==> src/rtl/instr_fetch_unit_pkg.sv <==
// Shared definitions for the instruction fetch unit: default reset PC, MIPS field
// slices, the no-op word and the {PC, word} entry held by the fetch queue.
package instr_fetch_unit_pkg;

   localparam logic [31:0] RESET_PC_DEFAULT = 32'h0000_0000;
   localparam logic [31:0] INSTR_NOP        = 32'h0000_0000;

   localparam int OP_MSB    = 31;
   localparam int OP_LSB    = 26;
   localparam int FUNCT_MSB = 5;
   localparam int FUNCT_LSB = 0;

   typedef struct packed {
      logic [31:0] pc;
      logic [31:0] word;
   } fetch_entry_t;

   function automatic logic [31:0] word_align(input logic [31:0] addr);
      return {addr[31:2], 2'b00};
   endfunction

   // Sequential fetch wraps 32'hFFFF_FFFC -> 0 through plain modular addition.
   function automatic logic [31:0] next_pc(input logic [31:0] pc);
      return pc + 32'd4;
   endfunction

endpackage

==> src/rtl/instr_fetch_unit_fetch_queue.sv <==
// Synchronous FIFO of DEPTH {PC, word} entries with push, pop and flush;
// flush (and reset) empty the queue and take priority over push and pop.
module instr_fetch_unit_fetch_queue
   import instr_fetch_unit_pkg::*;
#(
   parameter int DEPTH = 2
) (
   input  logic                         clk,
   input  logic                         reset,
   input  logic                         flush,
   input  logic                         push,
   input  fetch_entry_t                 push_data,
   input  logic                         pop,
   output fetch_entry_t                 head,
   output logic [$clog2(DEPTH+1)-1:0]   count,
   output logic                         full,
   output logic                         empty
);

   localparam int PW = $clog2(DEPTH);
   localparam int CW = $clog2(DEPTH+1);

   fetch_entry_t  mem [DEPTH];
   logic [PW-1:0] rd_ptr;
   logic [PW-1:0] wr_ptr;
   logic          do_push;
   logic          do_pop;

   // Explicit wrap keeps non-power-of-two depths correct.
   function automatic logic [PW-1:0] ptr_inc(input logic [PW-1:0] p);
      return (p == PW'(DEPTH - 1)) ? '0 : p + PW'(1);
   endfunction

   assign do_push = push && !flush;
   assign do_pop  = pop && !empty && !flush;

   assign head  = mem[rd_ptr];
   assign full  = (count == CW'(DEPTH));
   assign empty = (count == '0);

   always_ff @(posedge clk) begin
      if (reset || flush) begin
         rd_ptr <= '0;
         wr_ptr <= '0;
         count  <= '0;
      end else begin
         if (do_push) wr_ptr <= ptr_inc(wr_ptr);
         if (do_pop)  rd_ptr <= ptr_inc(rd_ptr);
         case ({do_push, do_pop})
            2'b10:   count <= count + CW'(1);
            2'b01:   count <= count - CW'(1);
            default: count <= count;
         endcase
      end
   end

   // NOTE: storage has no reset; entries are only read once count says they were written.
   always_ff @(posedge clk) begin
      if (do_push) mem[wr_ptr] <= push_data;
   end

endmodule

==> src/rtl/instr_fetch_unit.sv <==
// MIPS fetch front end: issues in-order word fetches under a DEPTH credit limit,
// queues returned words and hands them to decode; a redirect flushes and drops
// stale responses. Optional IFU_BYPASS_EN forwards a response straight to decode.
module instr_fetch_unit
   import instr_fetch_unit_pkg::*;
#(
   parameter logic [31:0] RESET_PC = RESET_PC_DEFAULT,
   parameter int          DEPTH    = 2
) (
   input  logic        clk,
   input  logic        reset,
   output logic        IMemReqValid,
   input  logic        IMemReqReady,
   output logic [31:0] IMemAddr,
   input  logic        IMemRespValid,
   input  logic [31:0] IMemRData,
   output logic        InstrValid,
   input  logic        InstrReady,
   output logic [31:0] Instr,
   output logic [31:0] InstrPC,
   output logic [5:0]  Op,
   output logic [5:0]  Funct,
   input  logic        Redirect,
   input  logic [31:0] RedirectPC
);

   localparam int             CW  = $clog2(DEPTH+1);
   localparam logic [CW:0]    CAP = (CW+1)'(DEPTH);

   logic [31:0]   fetch_pc;
   logic [CW-1:0] in_flight;
   logic [CW-1:0] drop_cnt;
   logic [CW-1:0] count;
   logic [CW:0]   credits_used;
   logic          q_full;
   logic          q_empty;
   logic          q_push;
   logic          q_pop;
   logic          req_fire;
   logic          resp_drop;
   logic          resp_keep;
   logic          bypass_take;
   logic          out_valid;
   logic [31:0]   resp_pc;
   fetch_entry_t  resp_entry;
   fetch_entry_t  q_head;
   fetch_entry_t  out_entry;

   assign credits_used = {1'b0, count} + {1'b0, in_flight};
   assign IMemReqValid = !reset && !Redirect && (credits_used < CAP);
   assign IMemAddr     = fetch_pc;
   assign req_fire     = IMemReqValid && IMemReqReady;

   assign resp_drop = IMemRespValid && (drop_cnt != '0);
   assign resp_keep = IMemRespValid && (drop_cnt == '0) && !Redirect;

   // Live requests are consecutive words, so the oldest one sits in_flight words behind fetch_pc.
   assign resp_pc    = fetch_pc - (32'(in_flight) << 2);
   assign resp_entry = '{pc: resp_pc, word: IMemRData};

`ifdef IFU_BYPASS_EN
   assign bypass_take = resp_keep && q_empty;
`else
   assign bypass_take = 1'b0;
`endif

   assign out_valid = !reset && (!q_empty || bypass_take);
   assign out_entry = q_empty ? resp_entry : q_head;
   assign q_pop     = InstrReady && !q_empty && !Redirect && !reset;
   assign q_push    = resp_keep && !(bypass_take && InstrReady);

   assign InstrValid = out_valid;
   assign Instr      = out_valid ? out_entry.word : INSTR_NOP;
   assign InstrPC    = out_valid ? out_entry.pc : 32'h0;
   assign Op         = Instr[OP_MSB:OP_LSB];
   assign Funct      = Instr[FUNCT_MSB:FUNCT_LSB];

   instr_fetch_unit_fetch_queue #(
      .DEPTH(DEPTH)
   ) u_fetch_queue (
      .clk       (clk),
      .reset     (reset),
      .flush     (Redirect),
      .push      (q_push),
      .push_data (resp_entry),
      .pop       (q_pop),
      .head      (q_head),
      .count     (count),
      .full      (q_full),
      .empty     (q_empty)
   );

   // NOTE: state uses non-blocking assignments so every update sees last cycle's values.
   always_ff @(posedge clk) begin
      if (reset) begin
         fetch_pc  <= RESET_PC;
         in_flight <= '0;
         drop_cnt  <= '0;
      end else begin
         in_flight <= in_flight + CW'(req_fire) - CW'(IMemRespValid);
         if (Redirect) begin
            fetch_pc <= word_align(RedirectPC);
            // Everything still outstanding after this cycle belongs to the old stream.
            drop_cnt <= in_flight - CW'(IMemRespValid);
         end else begin
            if (req_fire) fetch_pc <= next_pc(fetch_pc);
            drop_cnt <= drop_cnt - CW'(resp_drop);
         end
      end
   end

   assert property (@(posedge clk) disable iff (reset) !(q_push && q_full))
      else $error("instr_fetch_unit: push into full fetch queue");

endmodule
==> config.mk <==
export PLATFORM = sky130hd
export DESIGN_NAME = instr_fetch_unit
export DESIGN_NICKNAME = d
export VERILOG_FILES = /design/src/rtl/instr_fetch_unit_pkg.sv /design/src/rtl/instr_fetch_unit_fetch_queue.sv /design/src/rtl/instr_fetch_unit.sv
export SDC_FILE = /design/constraint.sdc
export NUM_CORES = 1
export LEC_CHECK = 0
export CAP_MARGIN = 15
export CORE_ASPECT_RATIO = 1.2
export CORE_MARGIN = 2
export CORE_UTILIZATION = 30
export CTS_CLUSTER_SIZE = 20
export DETAILED_ROUTE_END_ITERATION = 12
export PLACE_DENSITY = 0.49
export SLEW_MARGIN = 40
export SYNTH_ARGS = -nofsm -noshare
export SYNTH_HDL_FRONTEND = slang
export SYNTH_HIERARCHICAL = 1
export SYNTH_SLANG_ARGS = --single-unit
==> constraint.sdc <==
create_clock -name clk -period 10 [get_ports clk]
set_clock_uncertainty 0.2 [all_clocks]
set_input_delay 2 -clock clk [delete_from_list [all_inputs] [get_ports clk]]
set_output_delay 2 -clock clk [all_outputs]
set_load 0.02 [all_outputs]
======== After elaboration in Yosys (flattened, before gate mapping) ========
Memory sizes are Yosys's and may differ from the RTL's. A register that Yosys moved wholly into a read port is not among the register bits.
Cells that the tools add are included.
W data, S select, Z words.
cells by class
  $add $sub $neg .......................... 11
  order comparisons ....................... 1
  equality and inequality tests ........... 2
  muxes and demuxes ....................... 13
  reductions and logical operators ........ 23
operators by type and width
  kind                     count
  $mux W32                 4
  $mux W64                 1
  $add A32 B3 Y32 const B  1
  $sub A32 B4 Y32          1
  $logic_and A1 B1 Y1      13
  $mux W1                  6
  $reduce_bool A2 Y1       3
  $sub A2 B1 Y2            3
  $logic_not A2 Y1         2
  $pmux W2 S2              1
  $add A2 B2 Y3            1
  $logic_not A1 Y1         3
  $lt A3 B2 Y1 const B     1
  $add A1 B1 Y1 const B    2
  $add A2 B1 Y2            1
  $add A2 B1 Y2 const B    1
  $eq A2 B1 Y1 const B     1
  $eq A2 B2 Y1 const B     1
  $mux W2                  1
  $reduce_or A2 Y1         1
  $sub A2 B1 Y2 const B    1
  $logic_or A1 B1 Y1       1
word-level totals
  register bits after elaboration ......... 40
  memory bits (writable) .................. 128
  input port bits ......................... 70
  logic and storage cells ................. 58
  memories ................................ 1
memories
  name               depth  bits a word  read ports  clocked after Yosys merged registers in  write ports  line                                RTL
  u_fetch_queue.mem  2      64           1           1                                        1            instr_fetch_unit_fetch_queue.sv:23  fetch_entry_t mem [DEPTH];

======== Longest topological paths before layout ========
  depth after elaboration ................. 9
  mapped depth ............................ 14
  mapped depth without buffers ............ 12

======== By module ========
The synthesis kept the hierarchy.
by module, submodules not included
  module                        instances  cells each  area each (µm²)
  instr_fetch_unit_fetch_queue  1          224         4824.6
  instr_fetch_unit              1          423         3183.1

======== Least setup slack after synthesis ========
OpenSTA, ideal clock, no wires.
  path type ............................... input to register
  from .................................... in Redirect
  to ...................................... mem u_fetch_queue/mem[0][0] in the netlist's numbering (enable)
  setup time .............................. 0.486 ns
  data arrival time ....................... 5.646 ns
  slack ................................... 3.667 ns
  cell stages on the path ................. 5
  buffers on the path ..................... 2
  path through ............................ clkbuf_1 clkbuf_1 nor4b_1 nand2b_1 nor2_1
on the way
  cells in the longest elaborated chain, start to end .. 5
RTL lines
  what                           line                                RTL
  start: declaration             instr_fetch_unit.sv:23              input logic Redirect,
  $logic_not A1 Y1               instr_fetch_unit.sv:55              assign resp_keep = IMemRespValid && (drop_cnt == '0) && !Redirect;
  $logic_and A1 B1 Y1            instr_fetch_unit.sv:55
  named net q_push               instr_fetch_unit.sv:37              logic q_push;
  $logic_and A1 B1 Y1            instr_fetch_unit_fetch_queue.sv:34  assign do_push = push && !flush;
  $mux W1                        instr_fetch_unit_fetch_queue.sv:59  if (do_push) mem[wr_ptr] <= push_data;
  $mux W1 (implied by the code)  instr_fetch_unit_fetch_queue.sv:59
  end: declaration               instr_fetch_unit_fetch_queue.sv:23
The timed path passes the listed nets, and every way through them passes these cells.

======== Worst setup path in the final report ========
  from .................................... in reset
  to ...................................... out Funct[2]
on the way
  cells in the longest elaborated chain, start to end .. 3
RTL lines
  what                 line                    RTL
  start: declaration   instr_fetch_unit.sv:11  input logic reset,
  $logic_not A1 Y1     instr_fetch_unit.sv:67  assign out_valid = !reset && (!q_empty || bypass_take);
  $logic_and A1 B1 Y1  instr_fetch_unit.sv:67
  $mux W32             instr_fetch_unit.sv:73  assign Instr = out_valid ? out_entry.word : INSTR_NOP;
  end: declaration     instr_fetch_unit.sv:22  output logic [5:0] Funct,
No other way between the ends.

==> qor.json <==
{
  "global_route": {
    "grt_max_degree": 65,
    "grt_usage_pct": 14.2,
    "globalRoute.totalOverflow": 0,
    "wire_length_of_the_first_global_routing_pass_um": 30600,
    "grt_pass1_vias": 5593,
    "antenna_found_initial": 0
  },
  "yosys": {
    "syn_area_per_cell_um2": 12.4,
    "synthCells": 646,
    "synth-warning-count": 6,
    "synth.cell_area_mm2": 0.00800
  },
  "sta": {
    "slew_headroom_pct": 42.9,
    "timing_max_transition_violations_final": 0,
    "finalSetupViolations": 0,
    "unrepaired_setup_endpoints_after_global_routing": "no",
    "period_share_pct": 66.4,
    "timing_worst_slew_pin_value_ns": 0.849,
    "setup_tns_final_ns": 0,
    "hold_viol_final": 0,
    "min_period_ns": 6.64,
    "max_freq_mhz": 151
  },
  "setup_path": {
    "timing.critical_path.from": "reset",
    "regToRegStartpoint": "u_fetch_queue/count[0]$_SDFFE_PP0P_",
    "wp_data_required_ns": 7.80,
    "cp.depth": 6,
    "worstReg2RegEnd": "in_flight[1]$_SDFF_PP0_",
    "cp_max_fo": 53,
    "timing.critical_path.cells": "clkdlybuf4s50_1, buf_4, nor2_4, buf_4, and2_1, clkdlybuf4s50_1",
    "critPathTopFamily": "buffers and inverters",
    "critical_path_buf_inv_count": 4,
    "max_stage_delay_ns": 0.64,
    "r2r_cells": 12,
    "cp_data_arrival_time_ns": 4.44,
    "timing.critical_path.from_type": "primary input",
    "crit_path_end": "Funct[2]",
    "end_kind": "primary output",
    "reg2reg_setup_slack_ns": 5.93,
    "timing_worst_setup_path_type": "primary input to primary output",
    "critical-path-slowest-cell": "sky130_fd_sc_hd__clkdlybuf4s50_1"
  },
  "clocking": {
    "number_of_levels_the_h_tree_was_split_into": 4,
    "cts.repair_timing.setup_buffer_count": 0,
    "worst_setup_hold_path_clk_slew_ns": 0.07,
    "postCtsResizedCells": 0,
    "cts.root.buffer_cell": "sky130_fd_sc_hd__clkbuf_16",
    "cts_num_sinks": 167,
    "clockBufferDepth": 2,
    "number_of_clock_buffers_inserted_by_tritoncts": 17,
    "cts_tree": "built",
    "worstSkewPairLatency_ns": 0.43,
    "hold_buf_count_cts": 0
  },
  "routing": {
    "avgRoutedWirePerCell_um": 17.2,
    "routed-via-count": 5409,
    "postRouteWirelength_um": 19600,
    "detail-route-antenna-nets": 0,
    "detailedRoute.firstPassIterationCount": 4,
    "drt-vias-per-instance": 4.74,
    "remaining_drc_errors": 0,
    "first_iter_violations": 304
  },
  "final_layout": {
    "mostFrequentLayoutCells": "sky130_fd_sc_hd__clkdlybuf4s50_1 (175), sky130_fd_sc_hd__edfxtp_1 (128), sky130_fd_sc_hd__and2_1 (69)",
    "final_cell_count_no_fill": 1142,
    "layout.area.seq_mm2": 0.00463,
    "layout.cell_area.non_filler_mm2": 0.0106,
    "layout.filler_cells": 2502,
    "multi_input_area_mm2": 0.00304,
    "final_antenna_diode_count": 0,
    "layout.cells.most_common": "sky130_fd_sc_hd__clkdlybuf4s50_1",
    "post_route_cells_drive_above_1_share_pct": 14.9,
    "areaGrowthSynthToFinish_pct": 32.3,
    "layout.nets": 874
  },
  "power_and_ir_drop": {
    "power_share_of_the_combinational_group_pct": 10.2,
    "share_clk_of_total_power_pct": 40.7,
    "p_per_area_mw_per_mm2": 155,
    "static-leakage-power_nw": 3.63,
    "netSwitchingPower_uw": 383,
    "irDropWorstVdd_uv": 104,
    "sw_frac_of_total_pct": 23.3,
    "power_frac_seq_pct": 49.1,
    "cell_internal_pwr_mw": 1.26
  },
  "die": {
    "initial_utilization_pct": 30.5,
    "floorplan.die_area_mm2": 0.0280,
    "number_of_placed_i_o_pins": 180,
    "die_width_um": 153,
    "chipHeight_um": 183,
    "floorplan.core_area_mm2": 0.0263,
    "std_cell_rows": 65
  },
  "placed_design": {
    "post-dp-hpwl_um": 13200,
    "dpl_cell_area_mm2": 0.00996,
    "portBuffers": 175,
    "place_inst": 1110,
    "place_congestion": 0.817
  },
  "worst_hold_path": {
    "class_of_the_tightest_hold_or_removal_check": "flop to flop",
    "hold_start": "u_fetch_queue/rd_ptr$_SDFFE_PP0P_"
  },
  "run_status": {
    "run_status": "finished, final reports clean"
  },
  "run": {
    "maxCapViolCount": 0
  }
}
==> state kept, by name, summed over array words and instances (netlist names), named ones only <==
register / count
in_flight: 2
u_fetch_queue/mem: 128
drop_cnt: 2
u_fetch_queue/wr_ptr: 1
u_fetch_queue/count: 2
u_fetch_queue/rd_ptr: 1
IMemAddr: 30
==> tightest hold or removal path: cells and delay by family, from the launching register on <==
| family | cells | cell delay (ns) |
|---|---|---|
| xor gates and xnor gates | 1 | 0.09 |
| and+or+nand+nor | 1 | 0.11 |
| DFF | 1 | 0.33 |
==> final cells by class <==
cell class / instances / area share [%]
Sequential cell: 167 / 43.7
Multi-Input combinational cell: 408 / 28.7
Timing Repair Buffer: 181 / 17.1
Clock buffer: 25 / 5.40
Tap cell: 335 / 3.96
Clock inverter: 7 / 0.473
Inverter: 19 / 0.674
==> per-stage QoR <==
stage                     utilization (%)  total power, mW  hold WS [ns]  setup slack (ns)
final                                40.3             1.64         0.368              3.36
after global routing                 40.3             1.71         0.410              3.15
after CTS                            40.3             1.66         0.373              3.24
after detailed placement             37.9            0.990         0.356              3.25
after global placement               37.9            0.985         0.331              3.27
after floorplan                         -            0.911         0.302              3.67
==> power by group through the flow <==
stage	logic, mW	registers, mW	clock network, mW
finish	0.167	0.807	0.669
global placement	0.164	0.821	0
floorplan	0.0946	0.817	0
detailed placement	0.168	0.822	0
global route	0.183	0.810	0.715
CTS	0.169	0.807	0.688
==> layer usage <==
layer  track usage (%)  vias up  routed length, µm
li1                  -     2596                  -
met1              16.8     2623               8360
met2              24.9      169               9990
met3              3.54       21                872
met4              5.07        0                406
met5                 0        -                  0
==> how the worst min path moves through the flow <==
stage	endpoint	cells after the start
after floorplan	u_fetch_queue/count[1]$_SDFFE_PP0P_	2
after global placement	flop	2
after detailed placement	u_fetch_queue/rd_ptr$_SDFFE_PP0P_	2
after CTS	u_fetch_queue/rd_ptr$_SDFFE_PP0P_	2
after global routing	u_fetch_queue/count[1]$_SDFFE_PP0P_	2
final	u_fetch_queue/rd_ptr$_SDFFE_PP0P_	2
No activity file was read; power rests on OpenSTA's default activity.
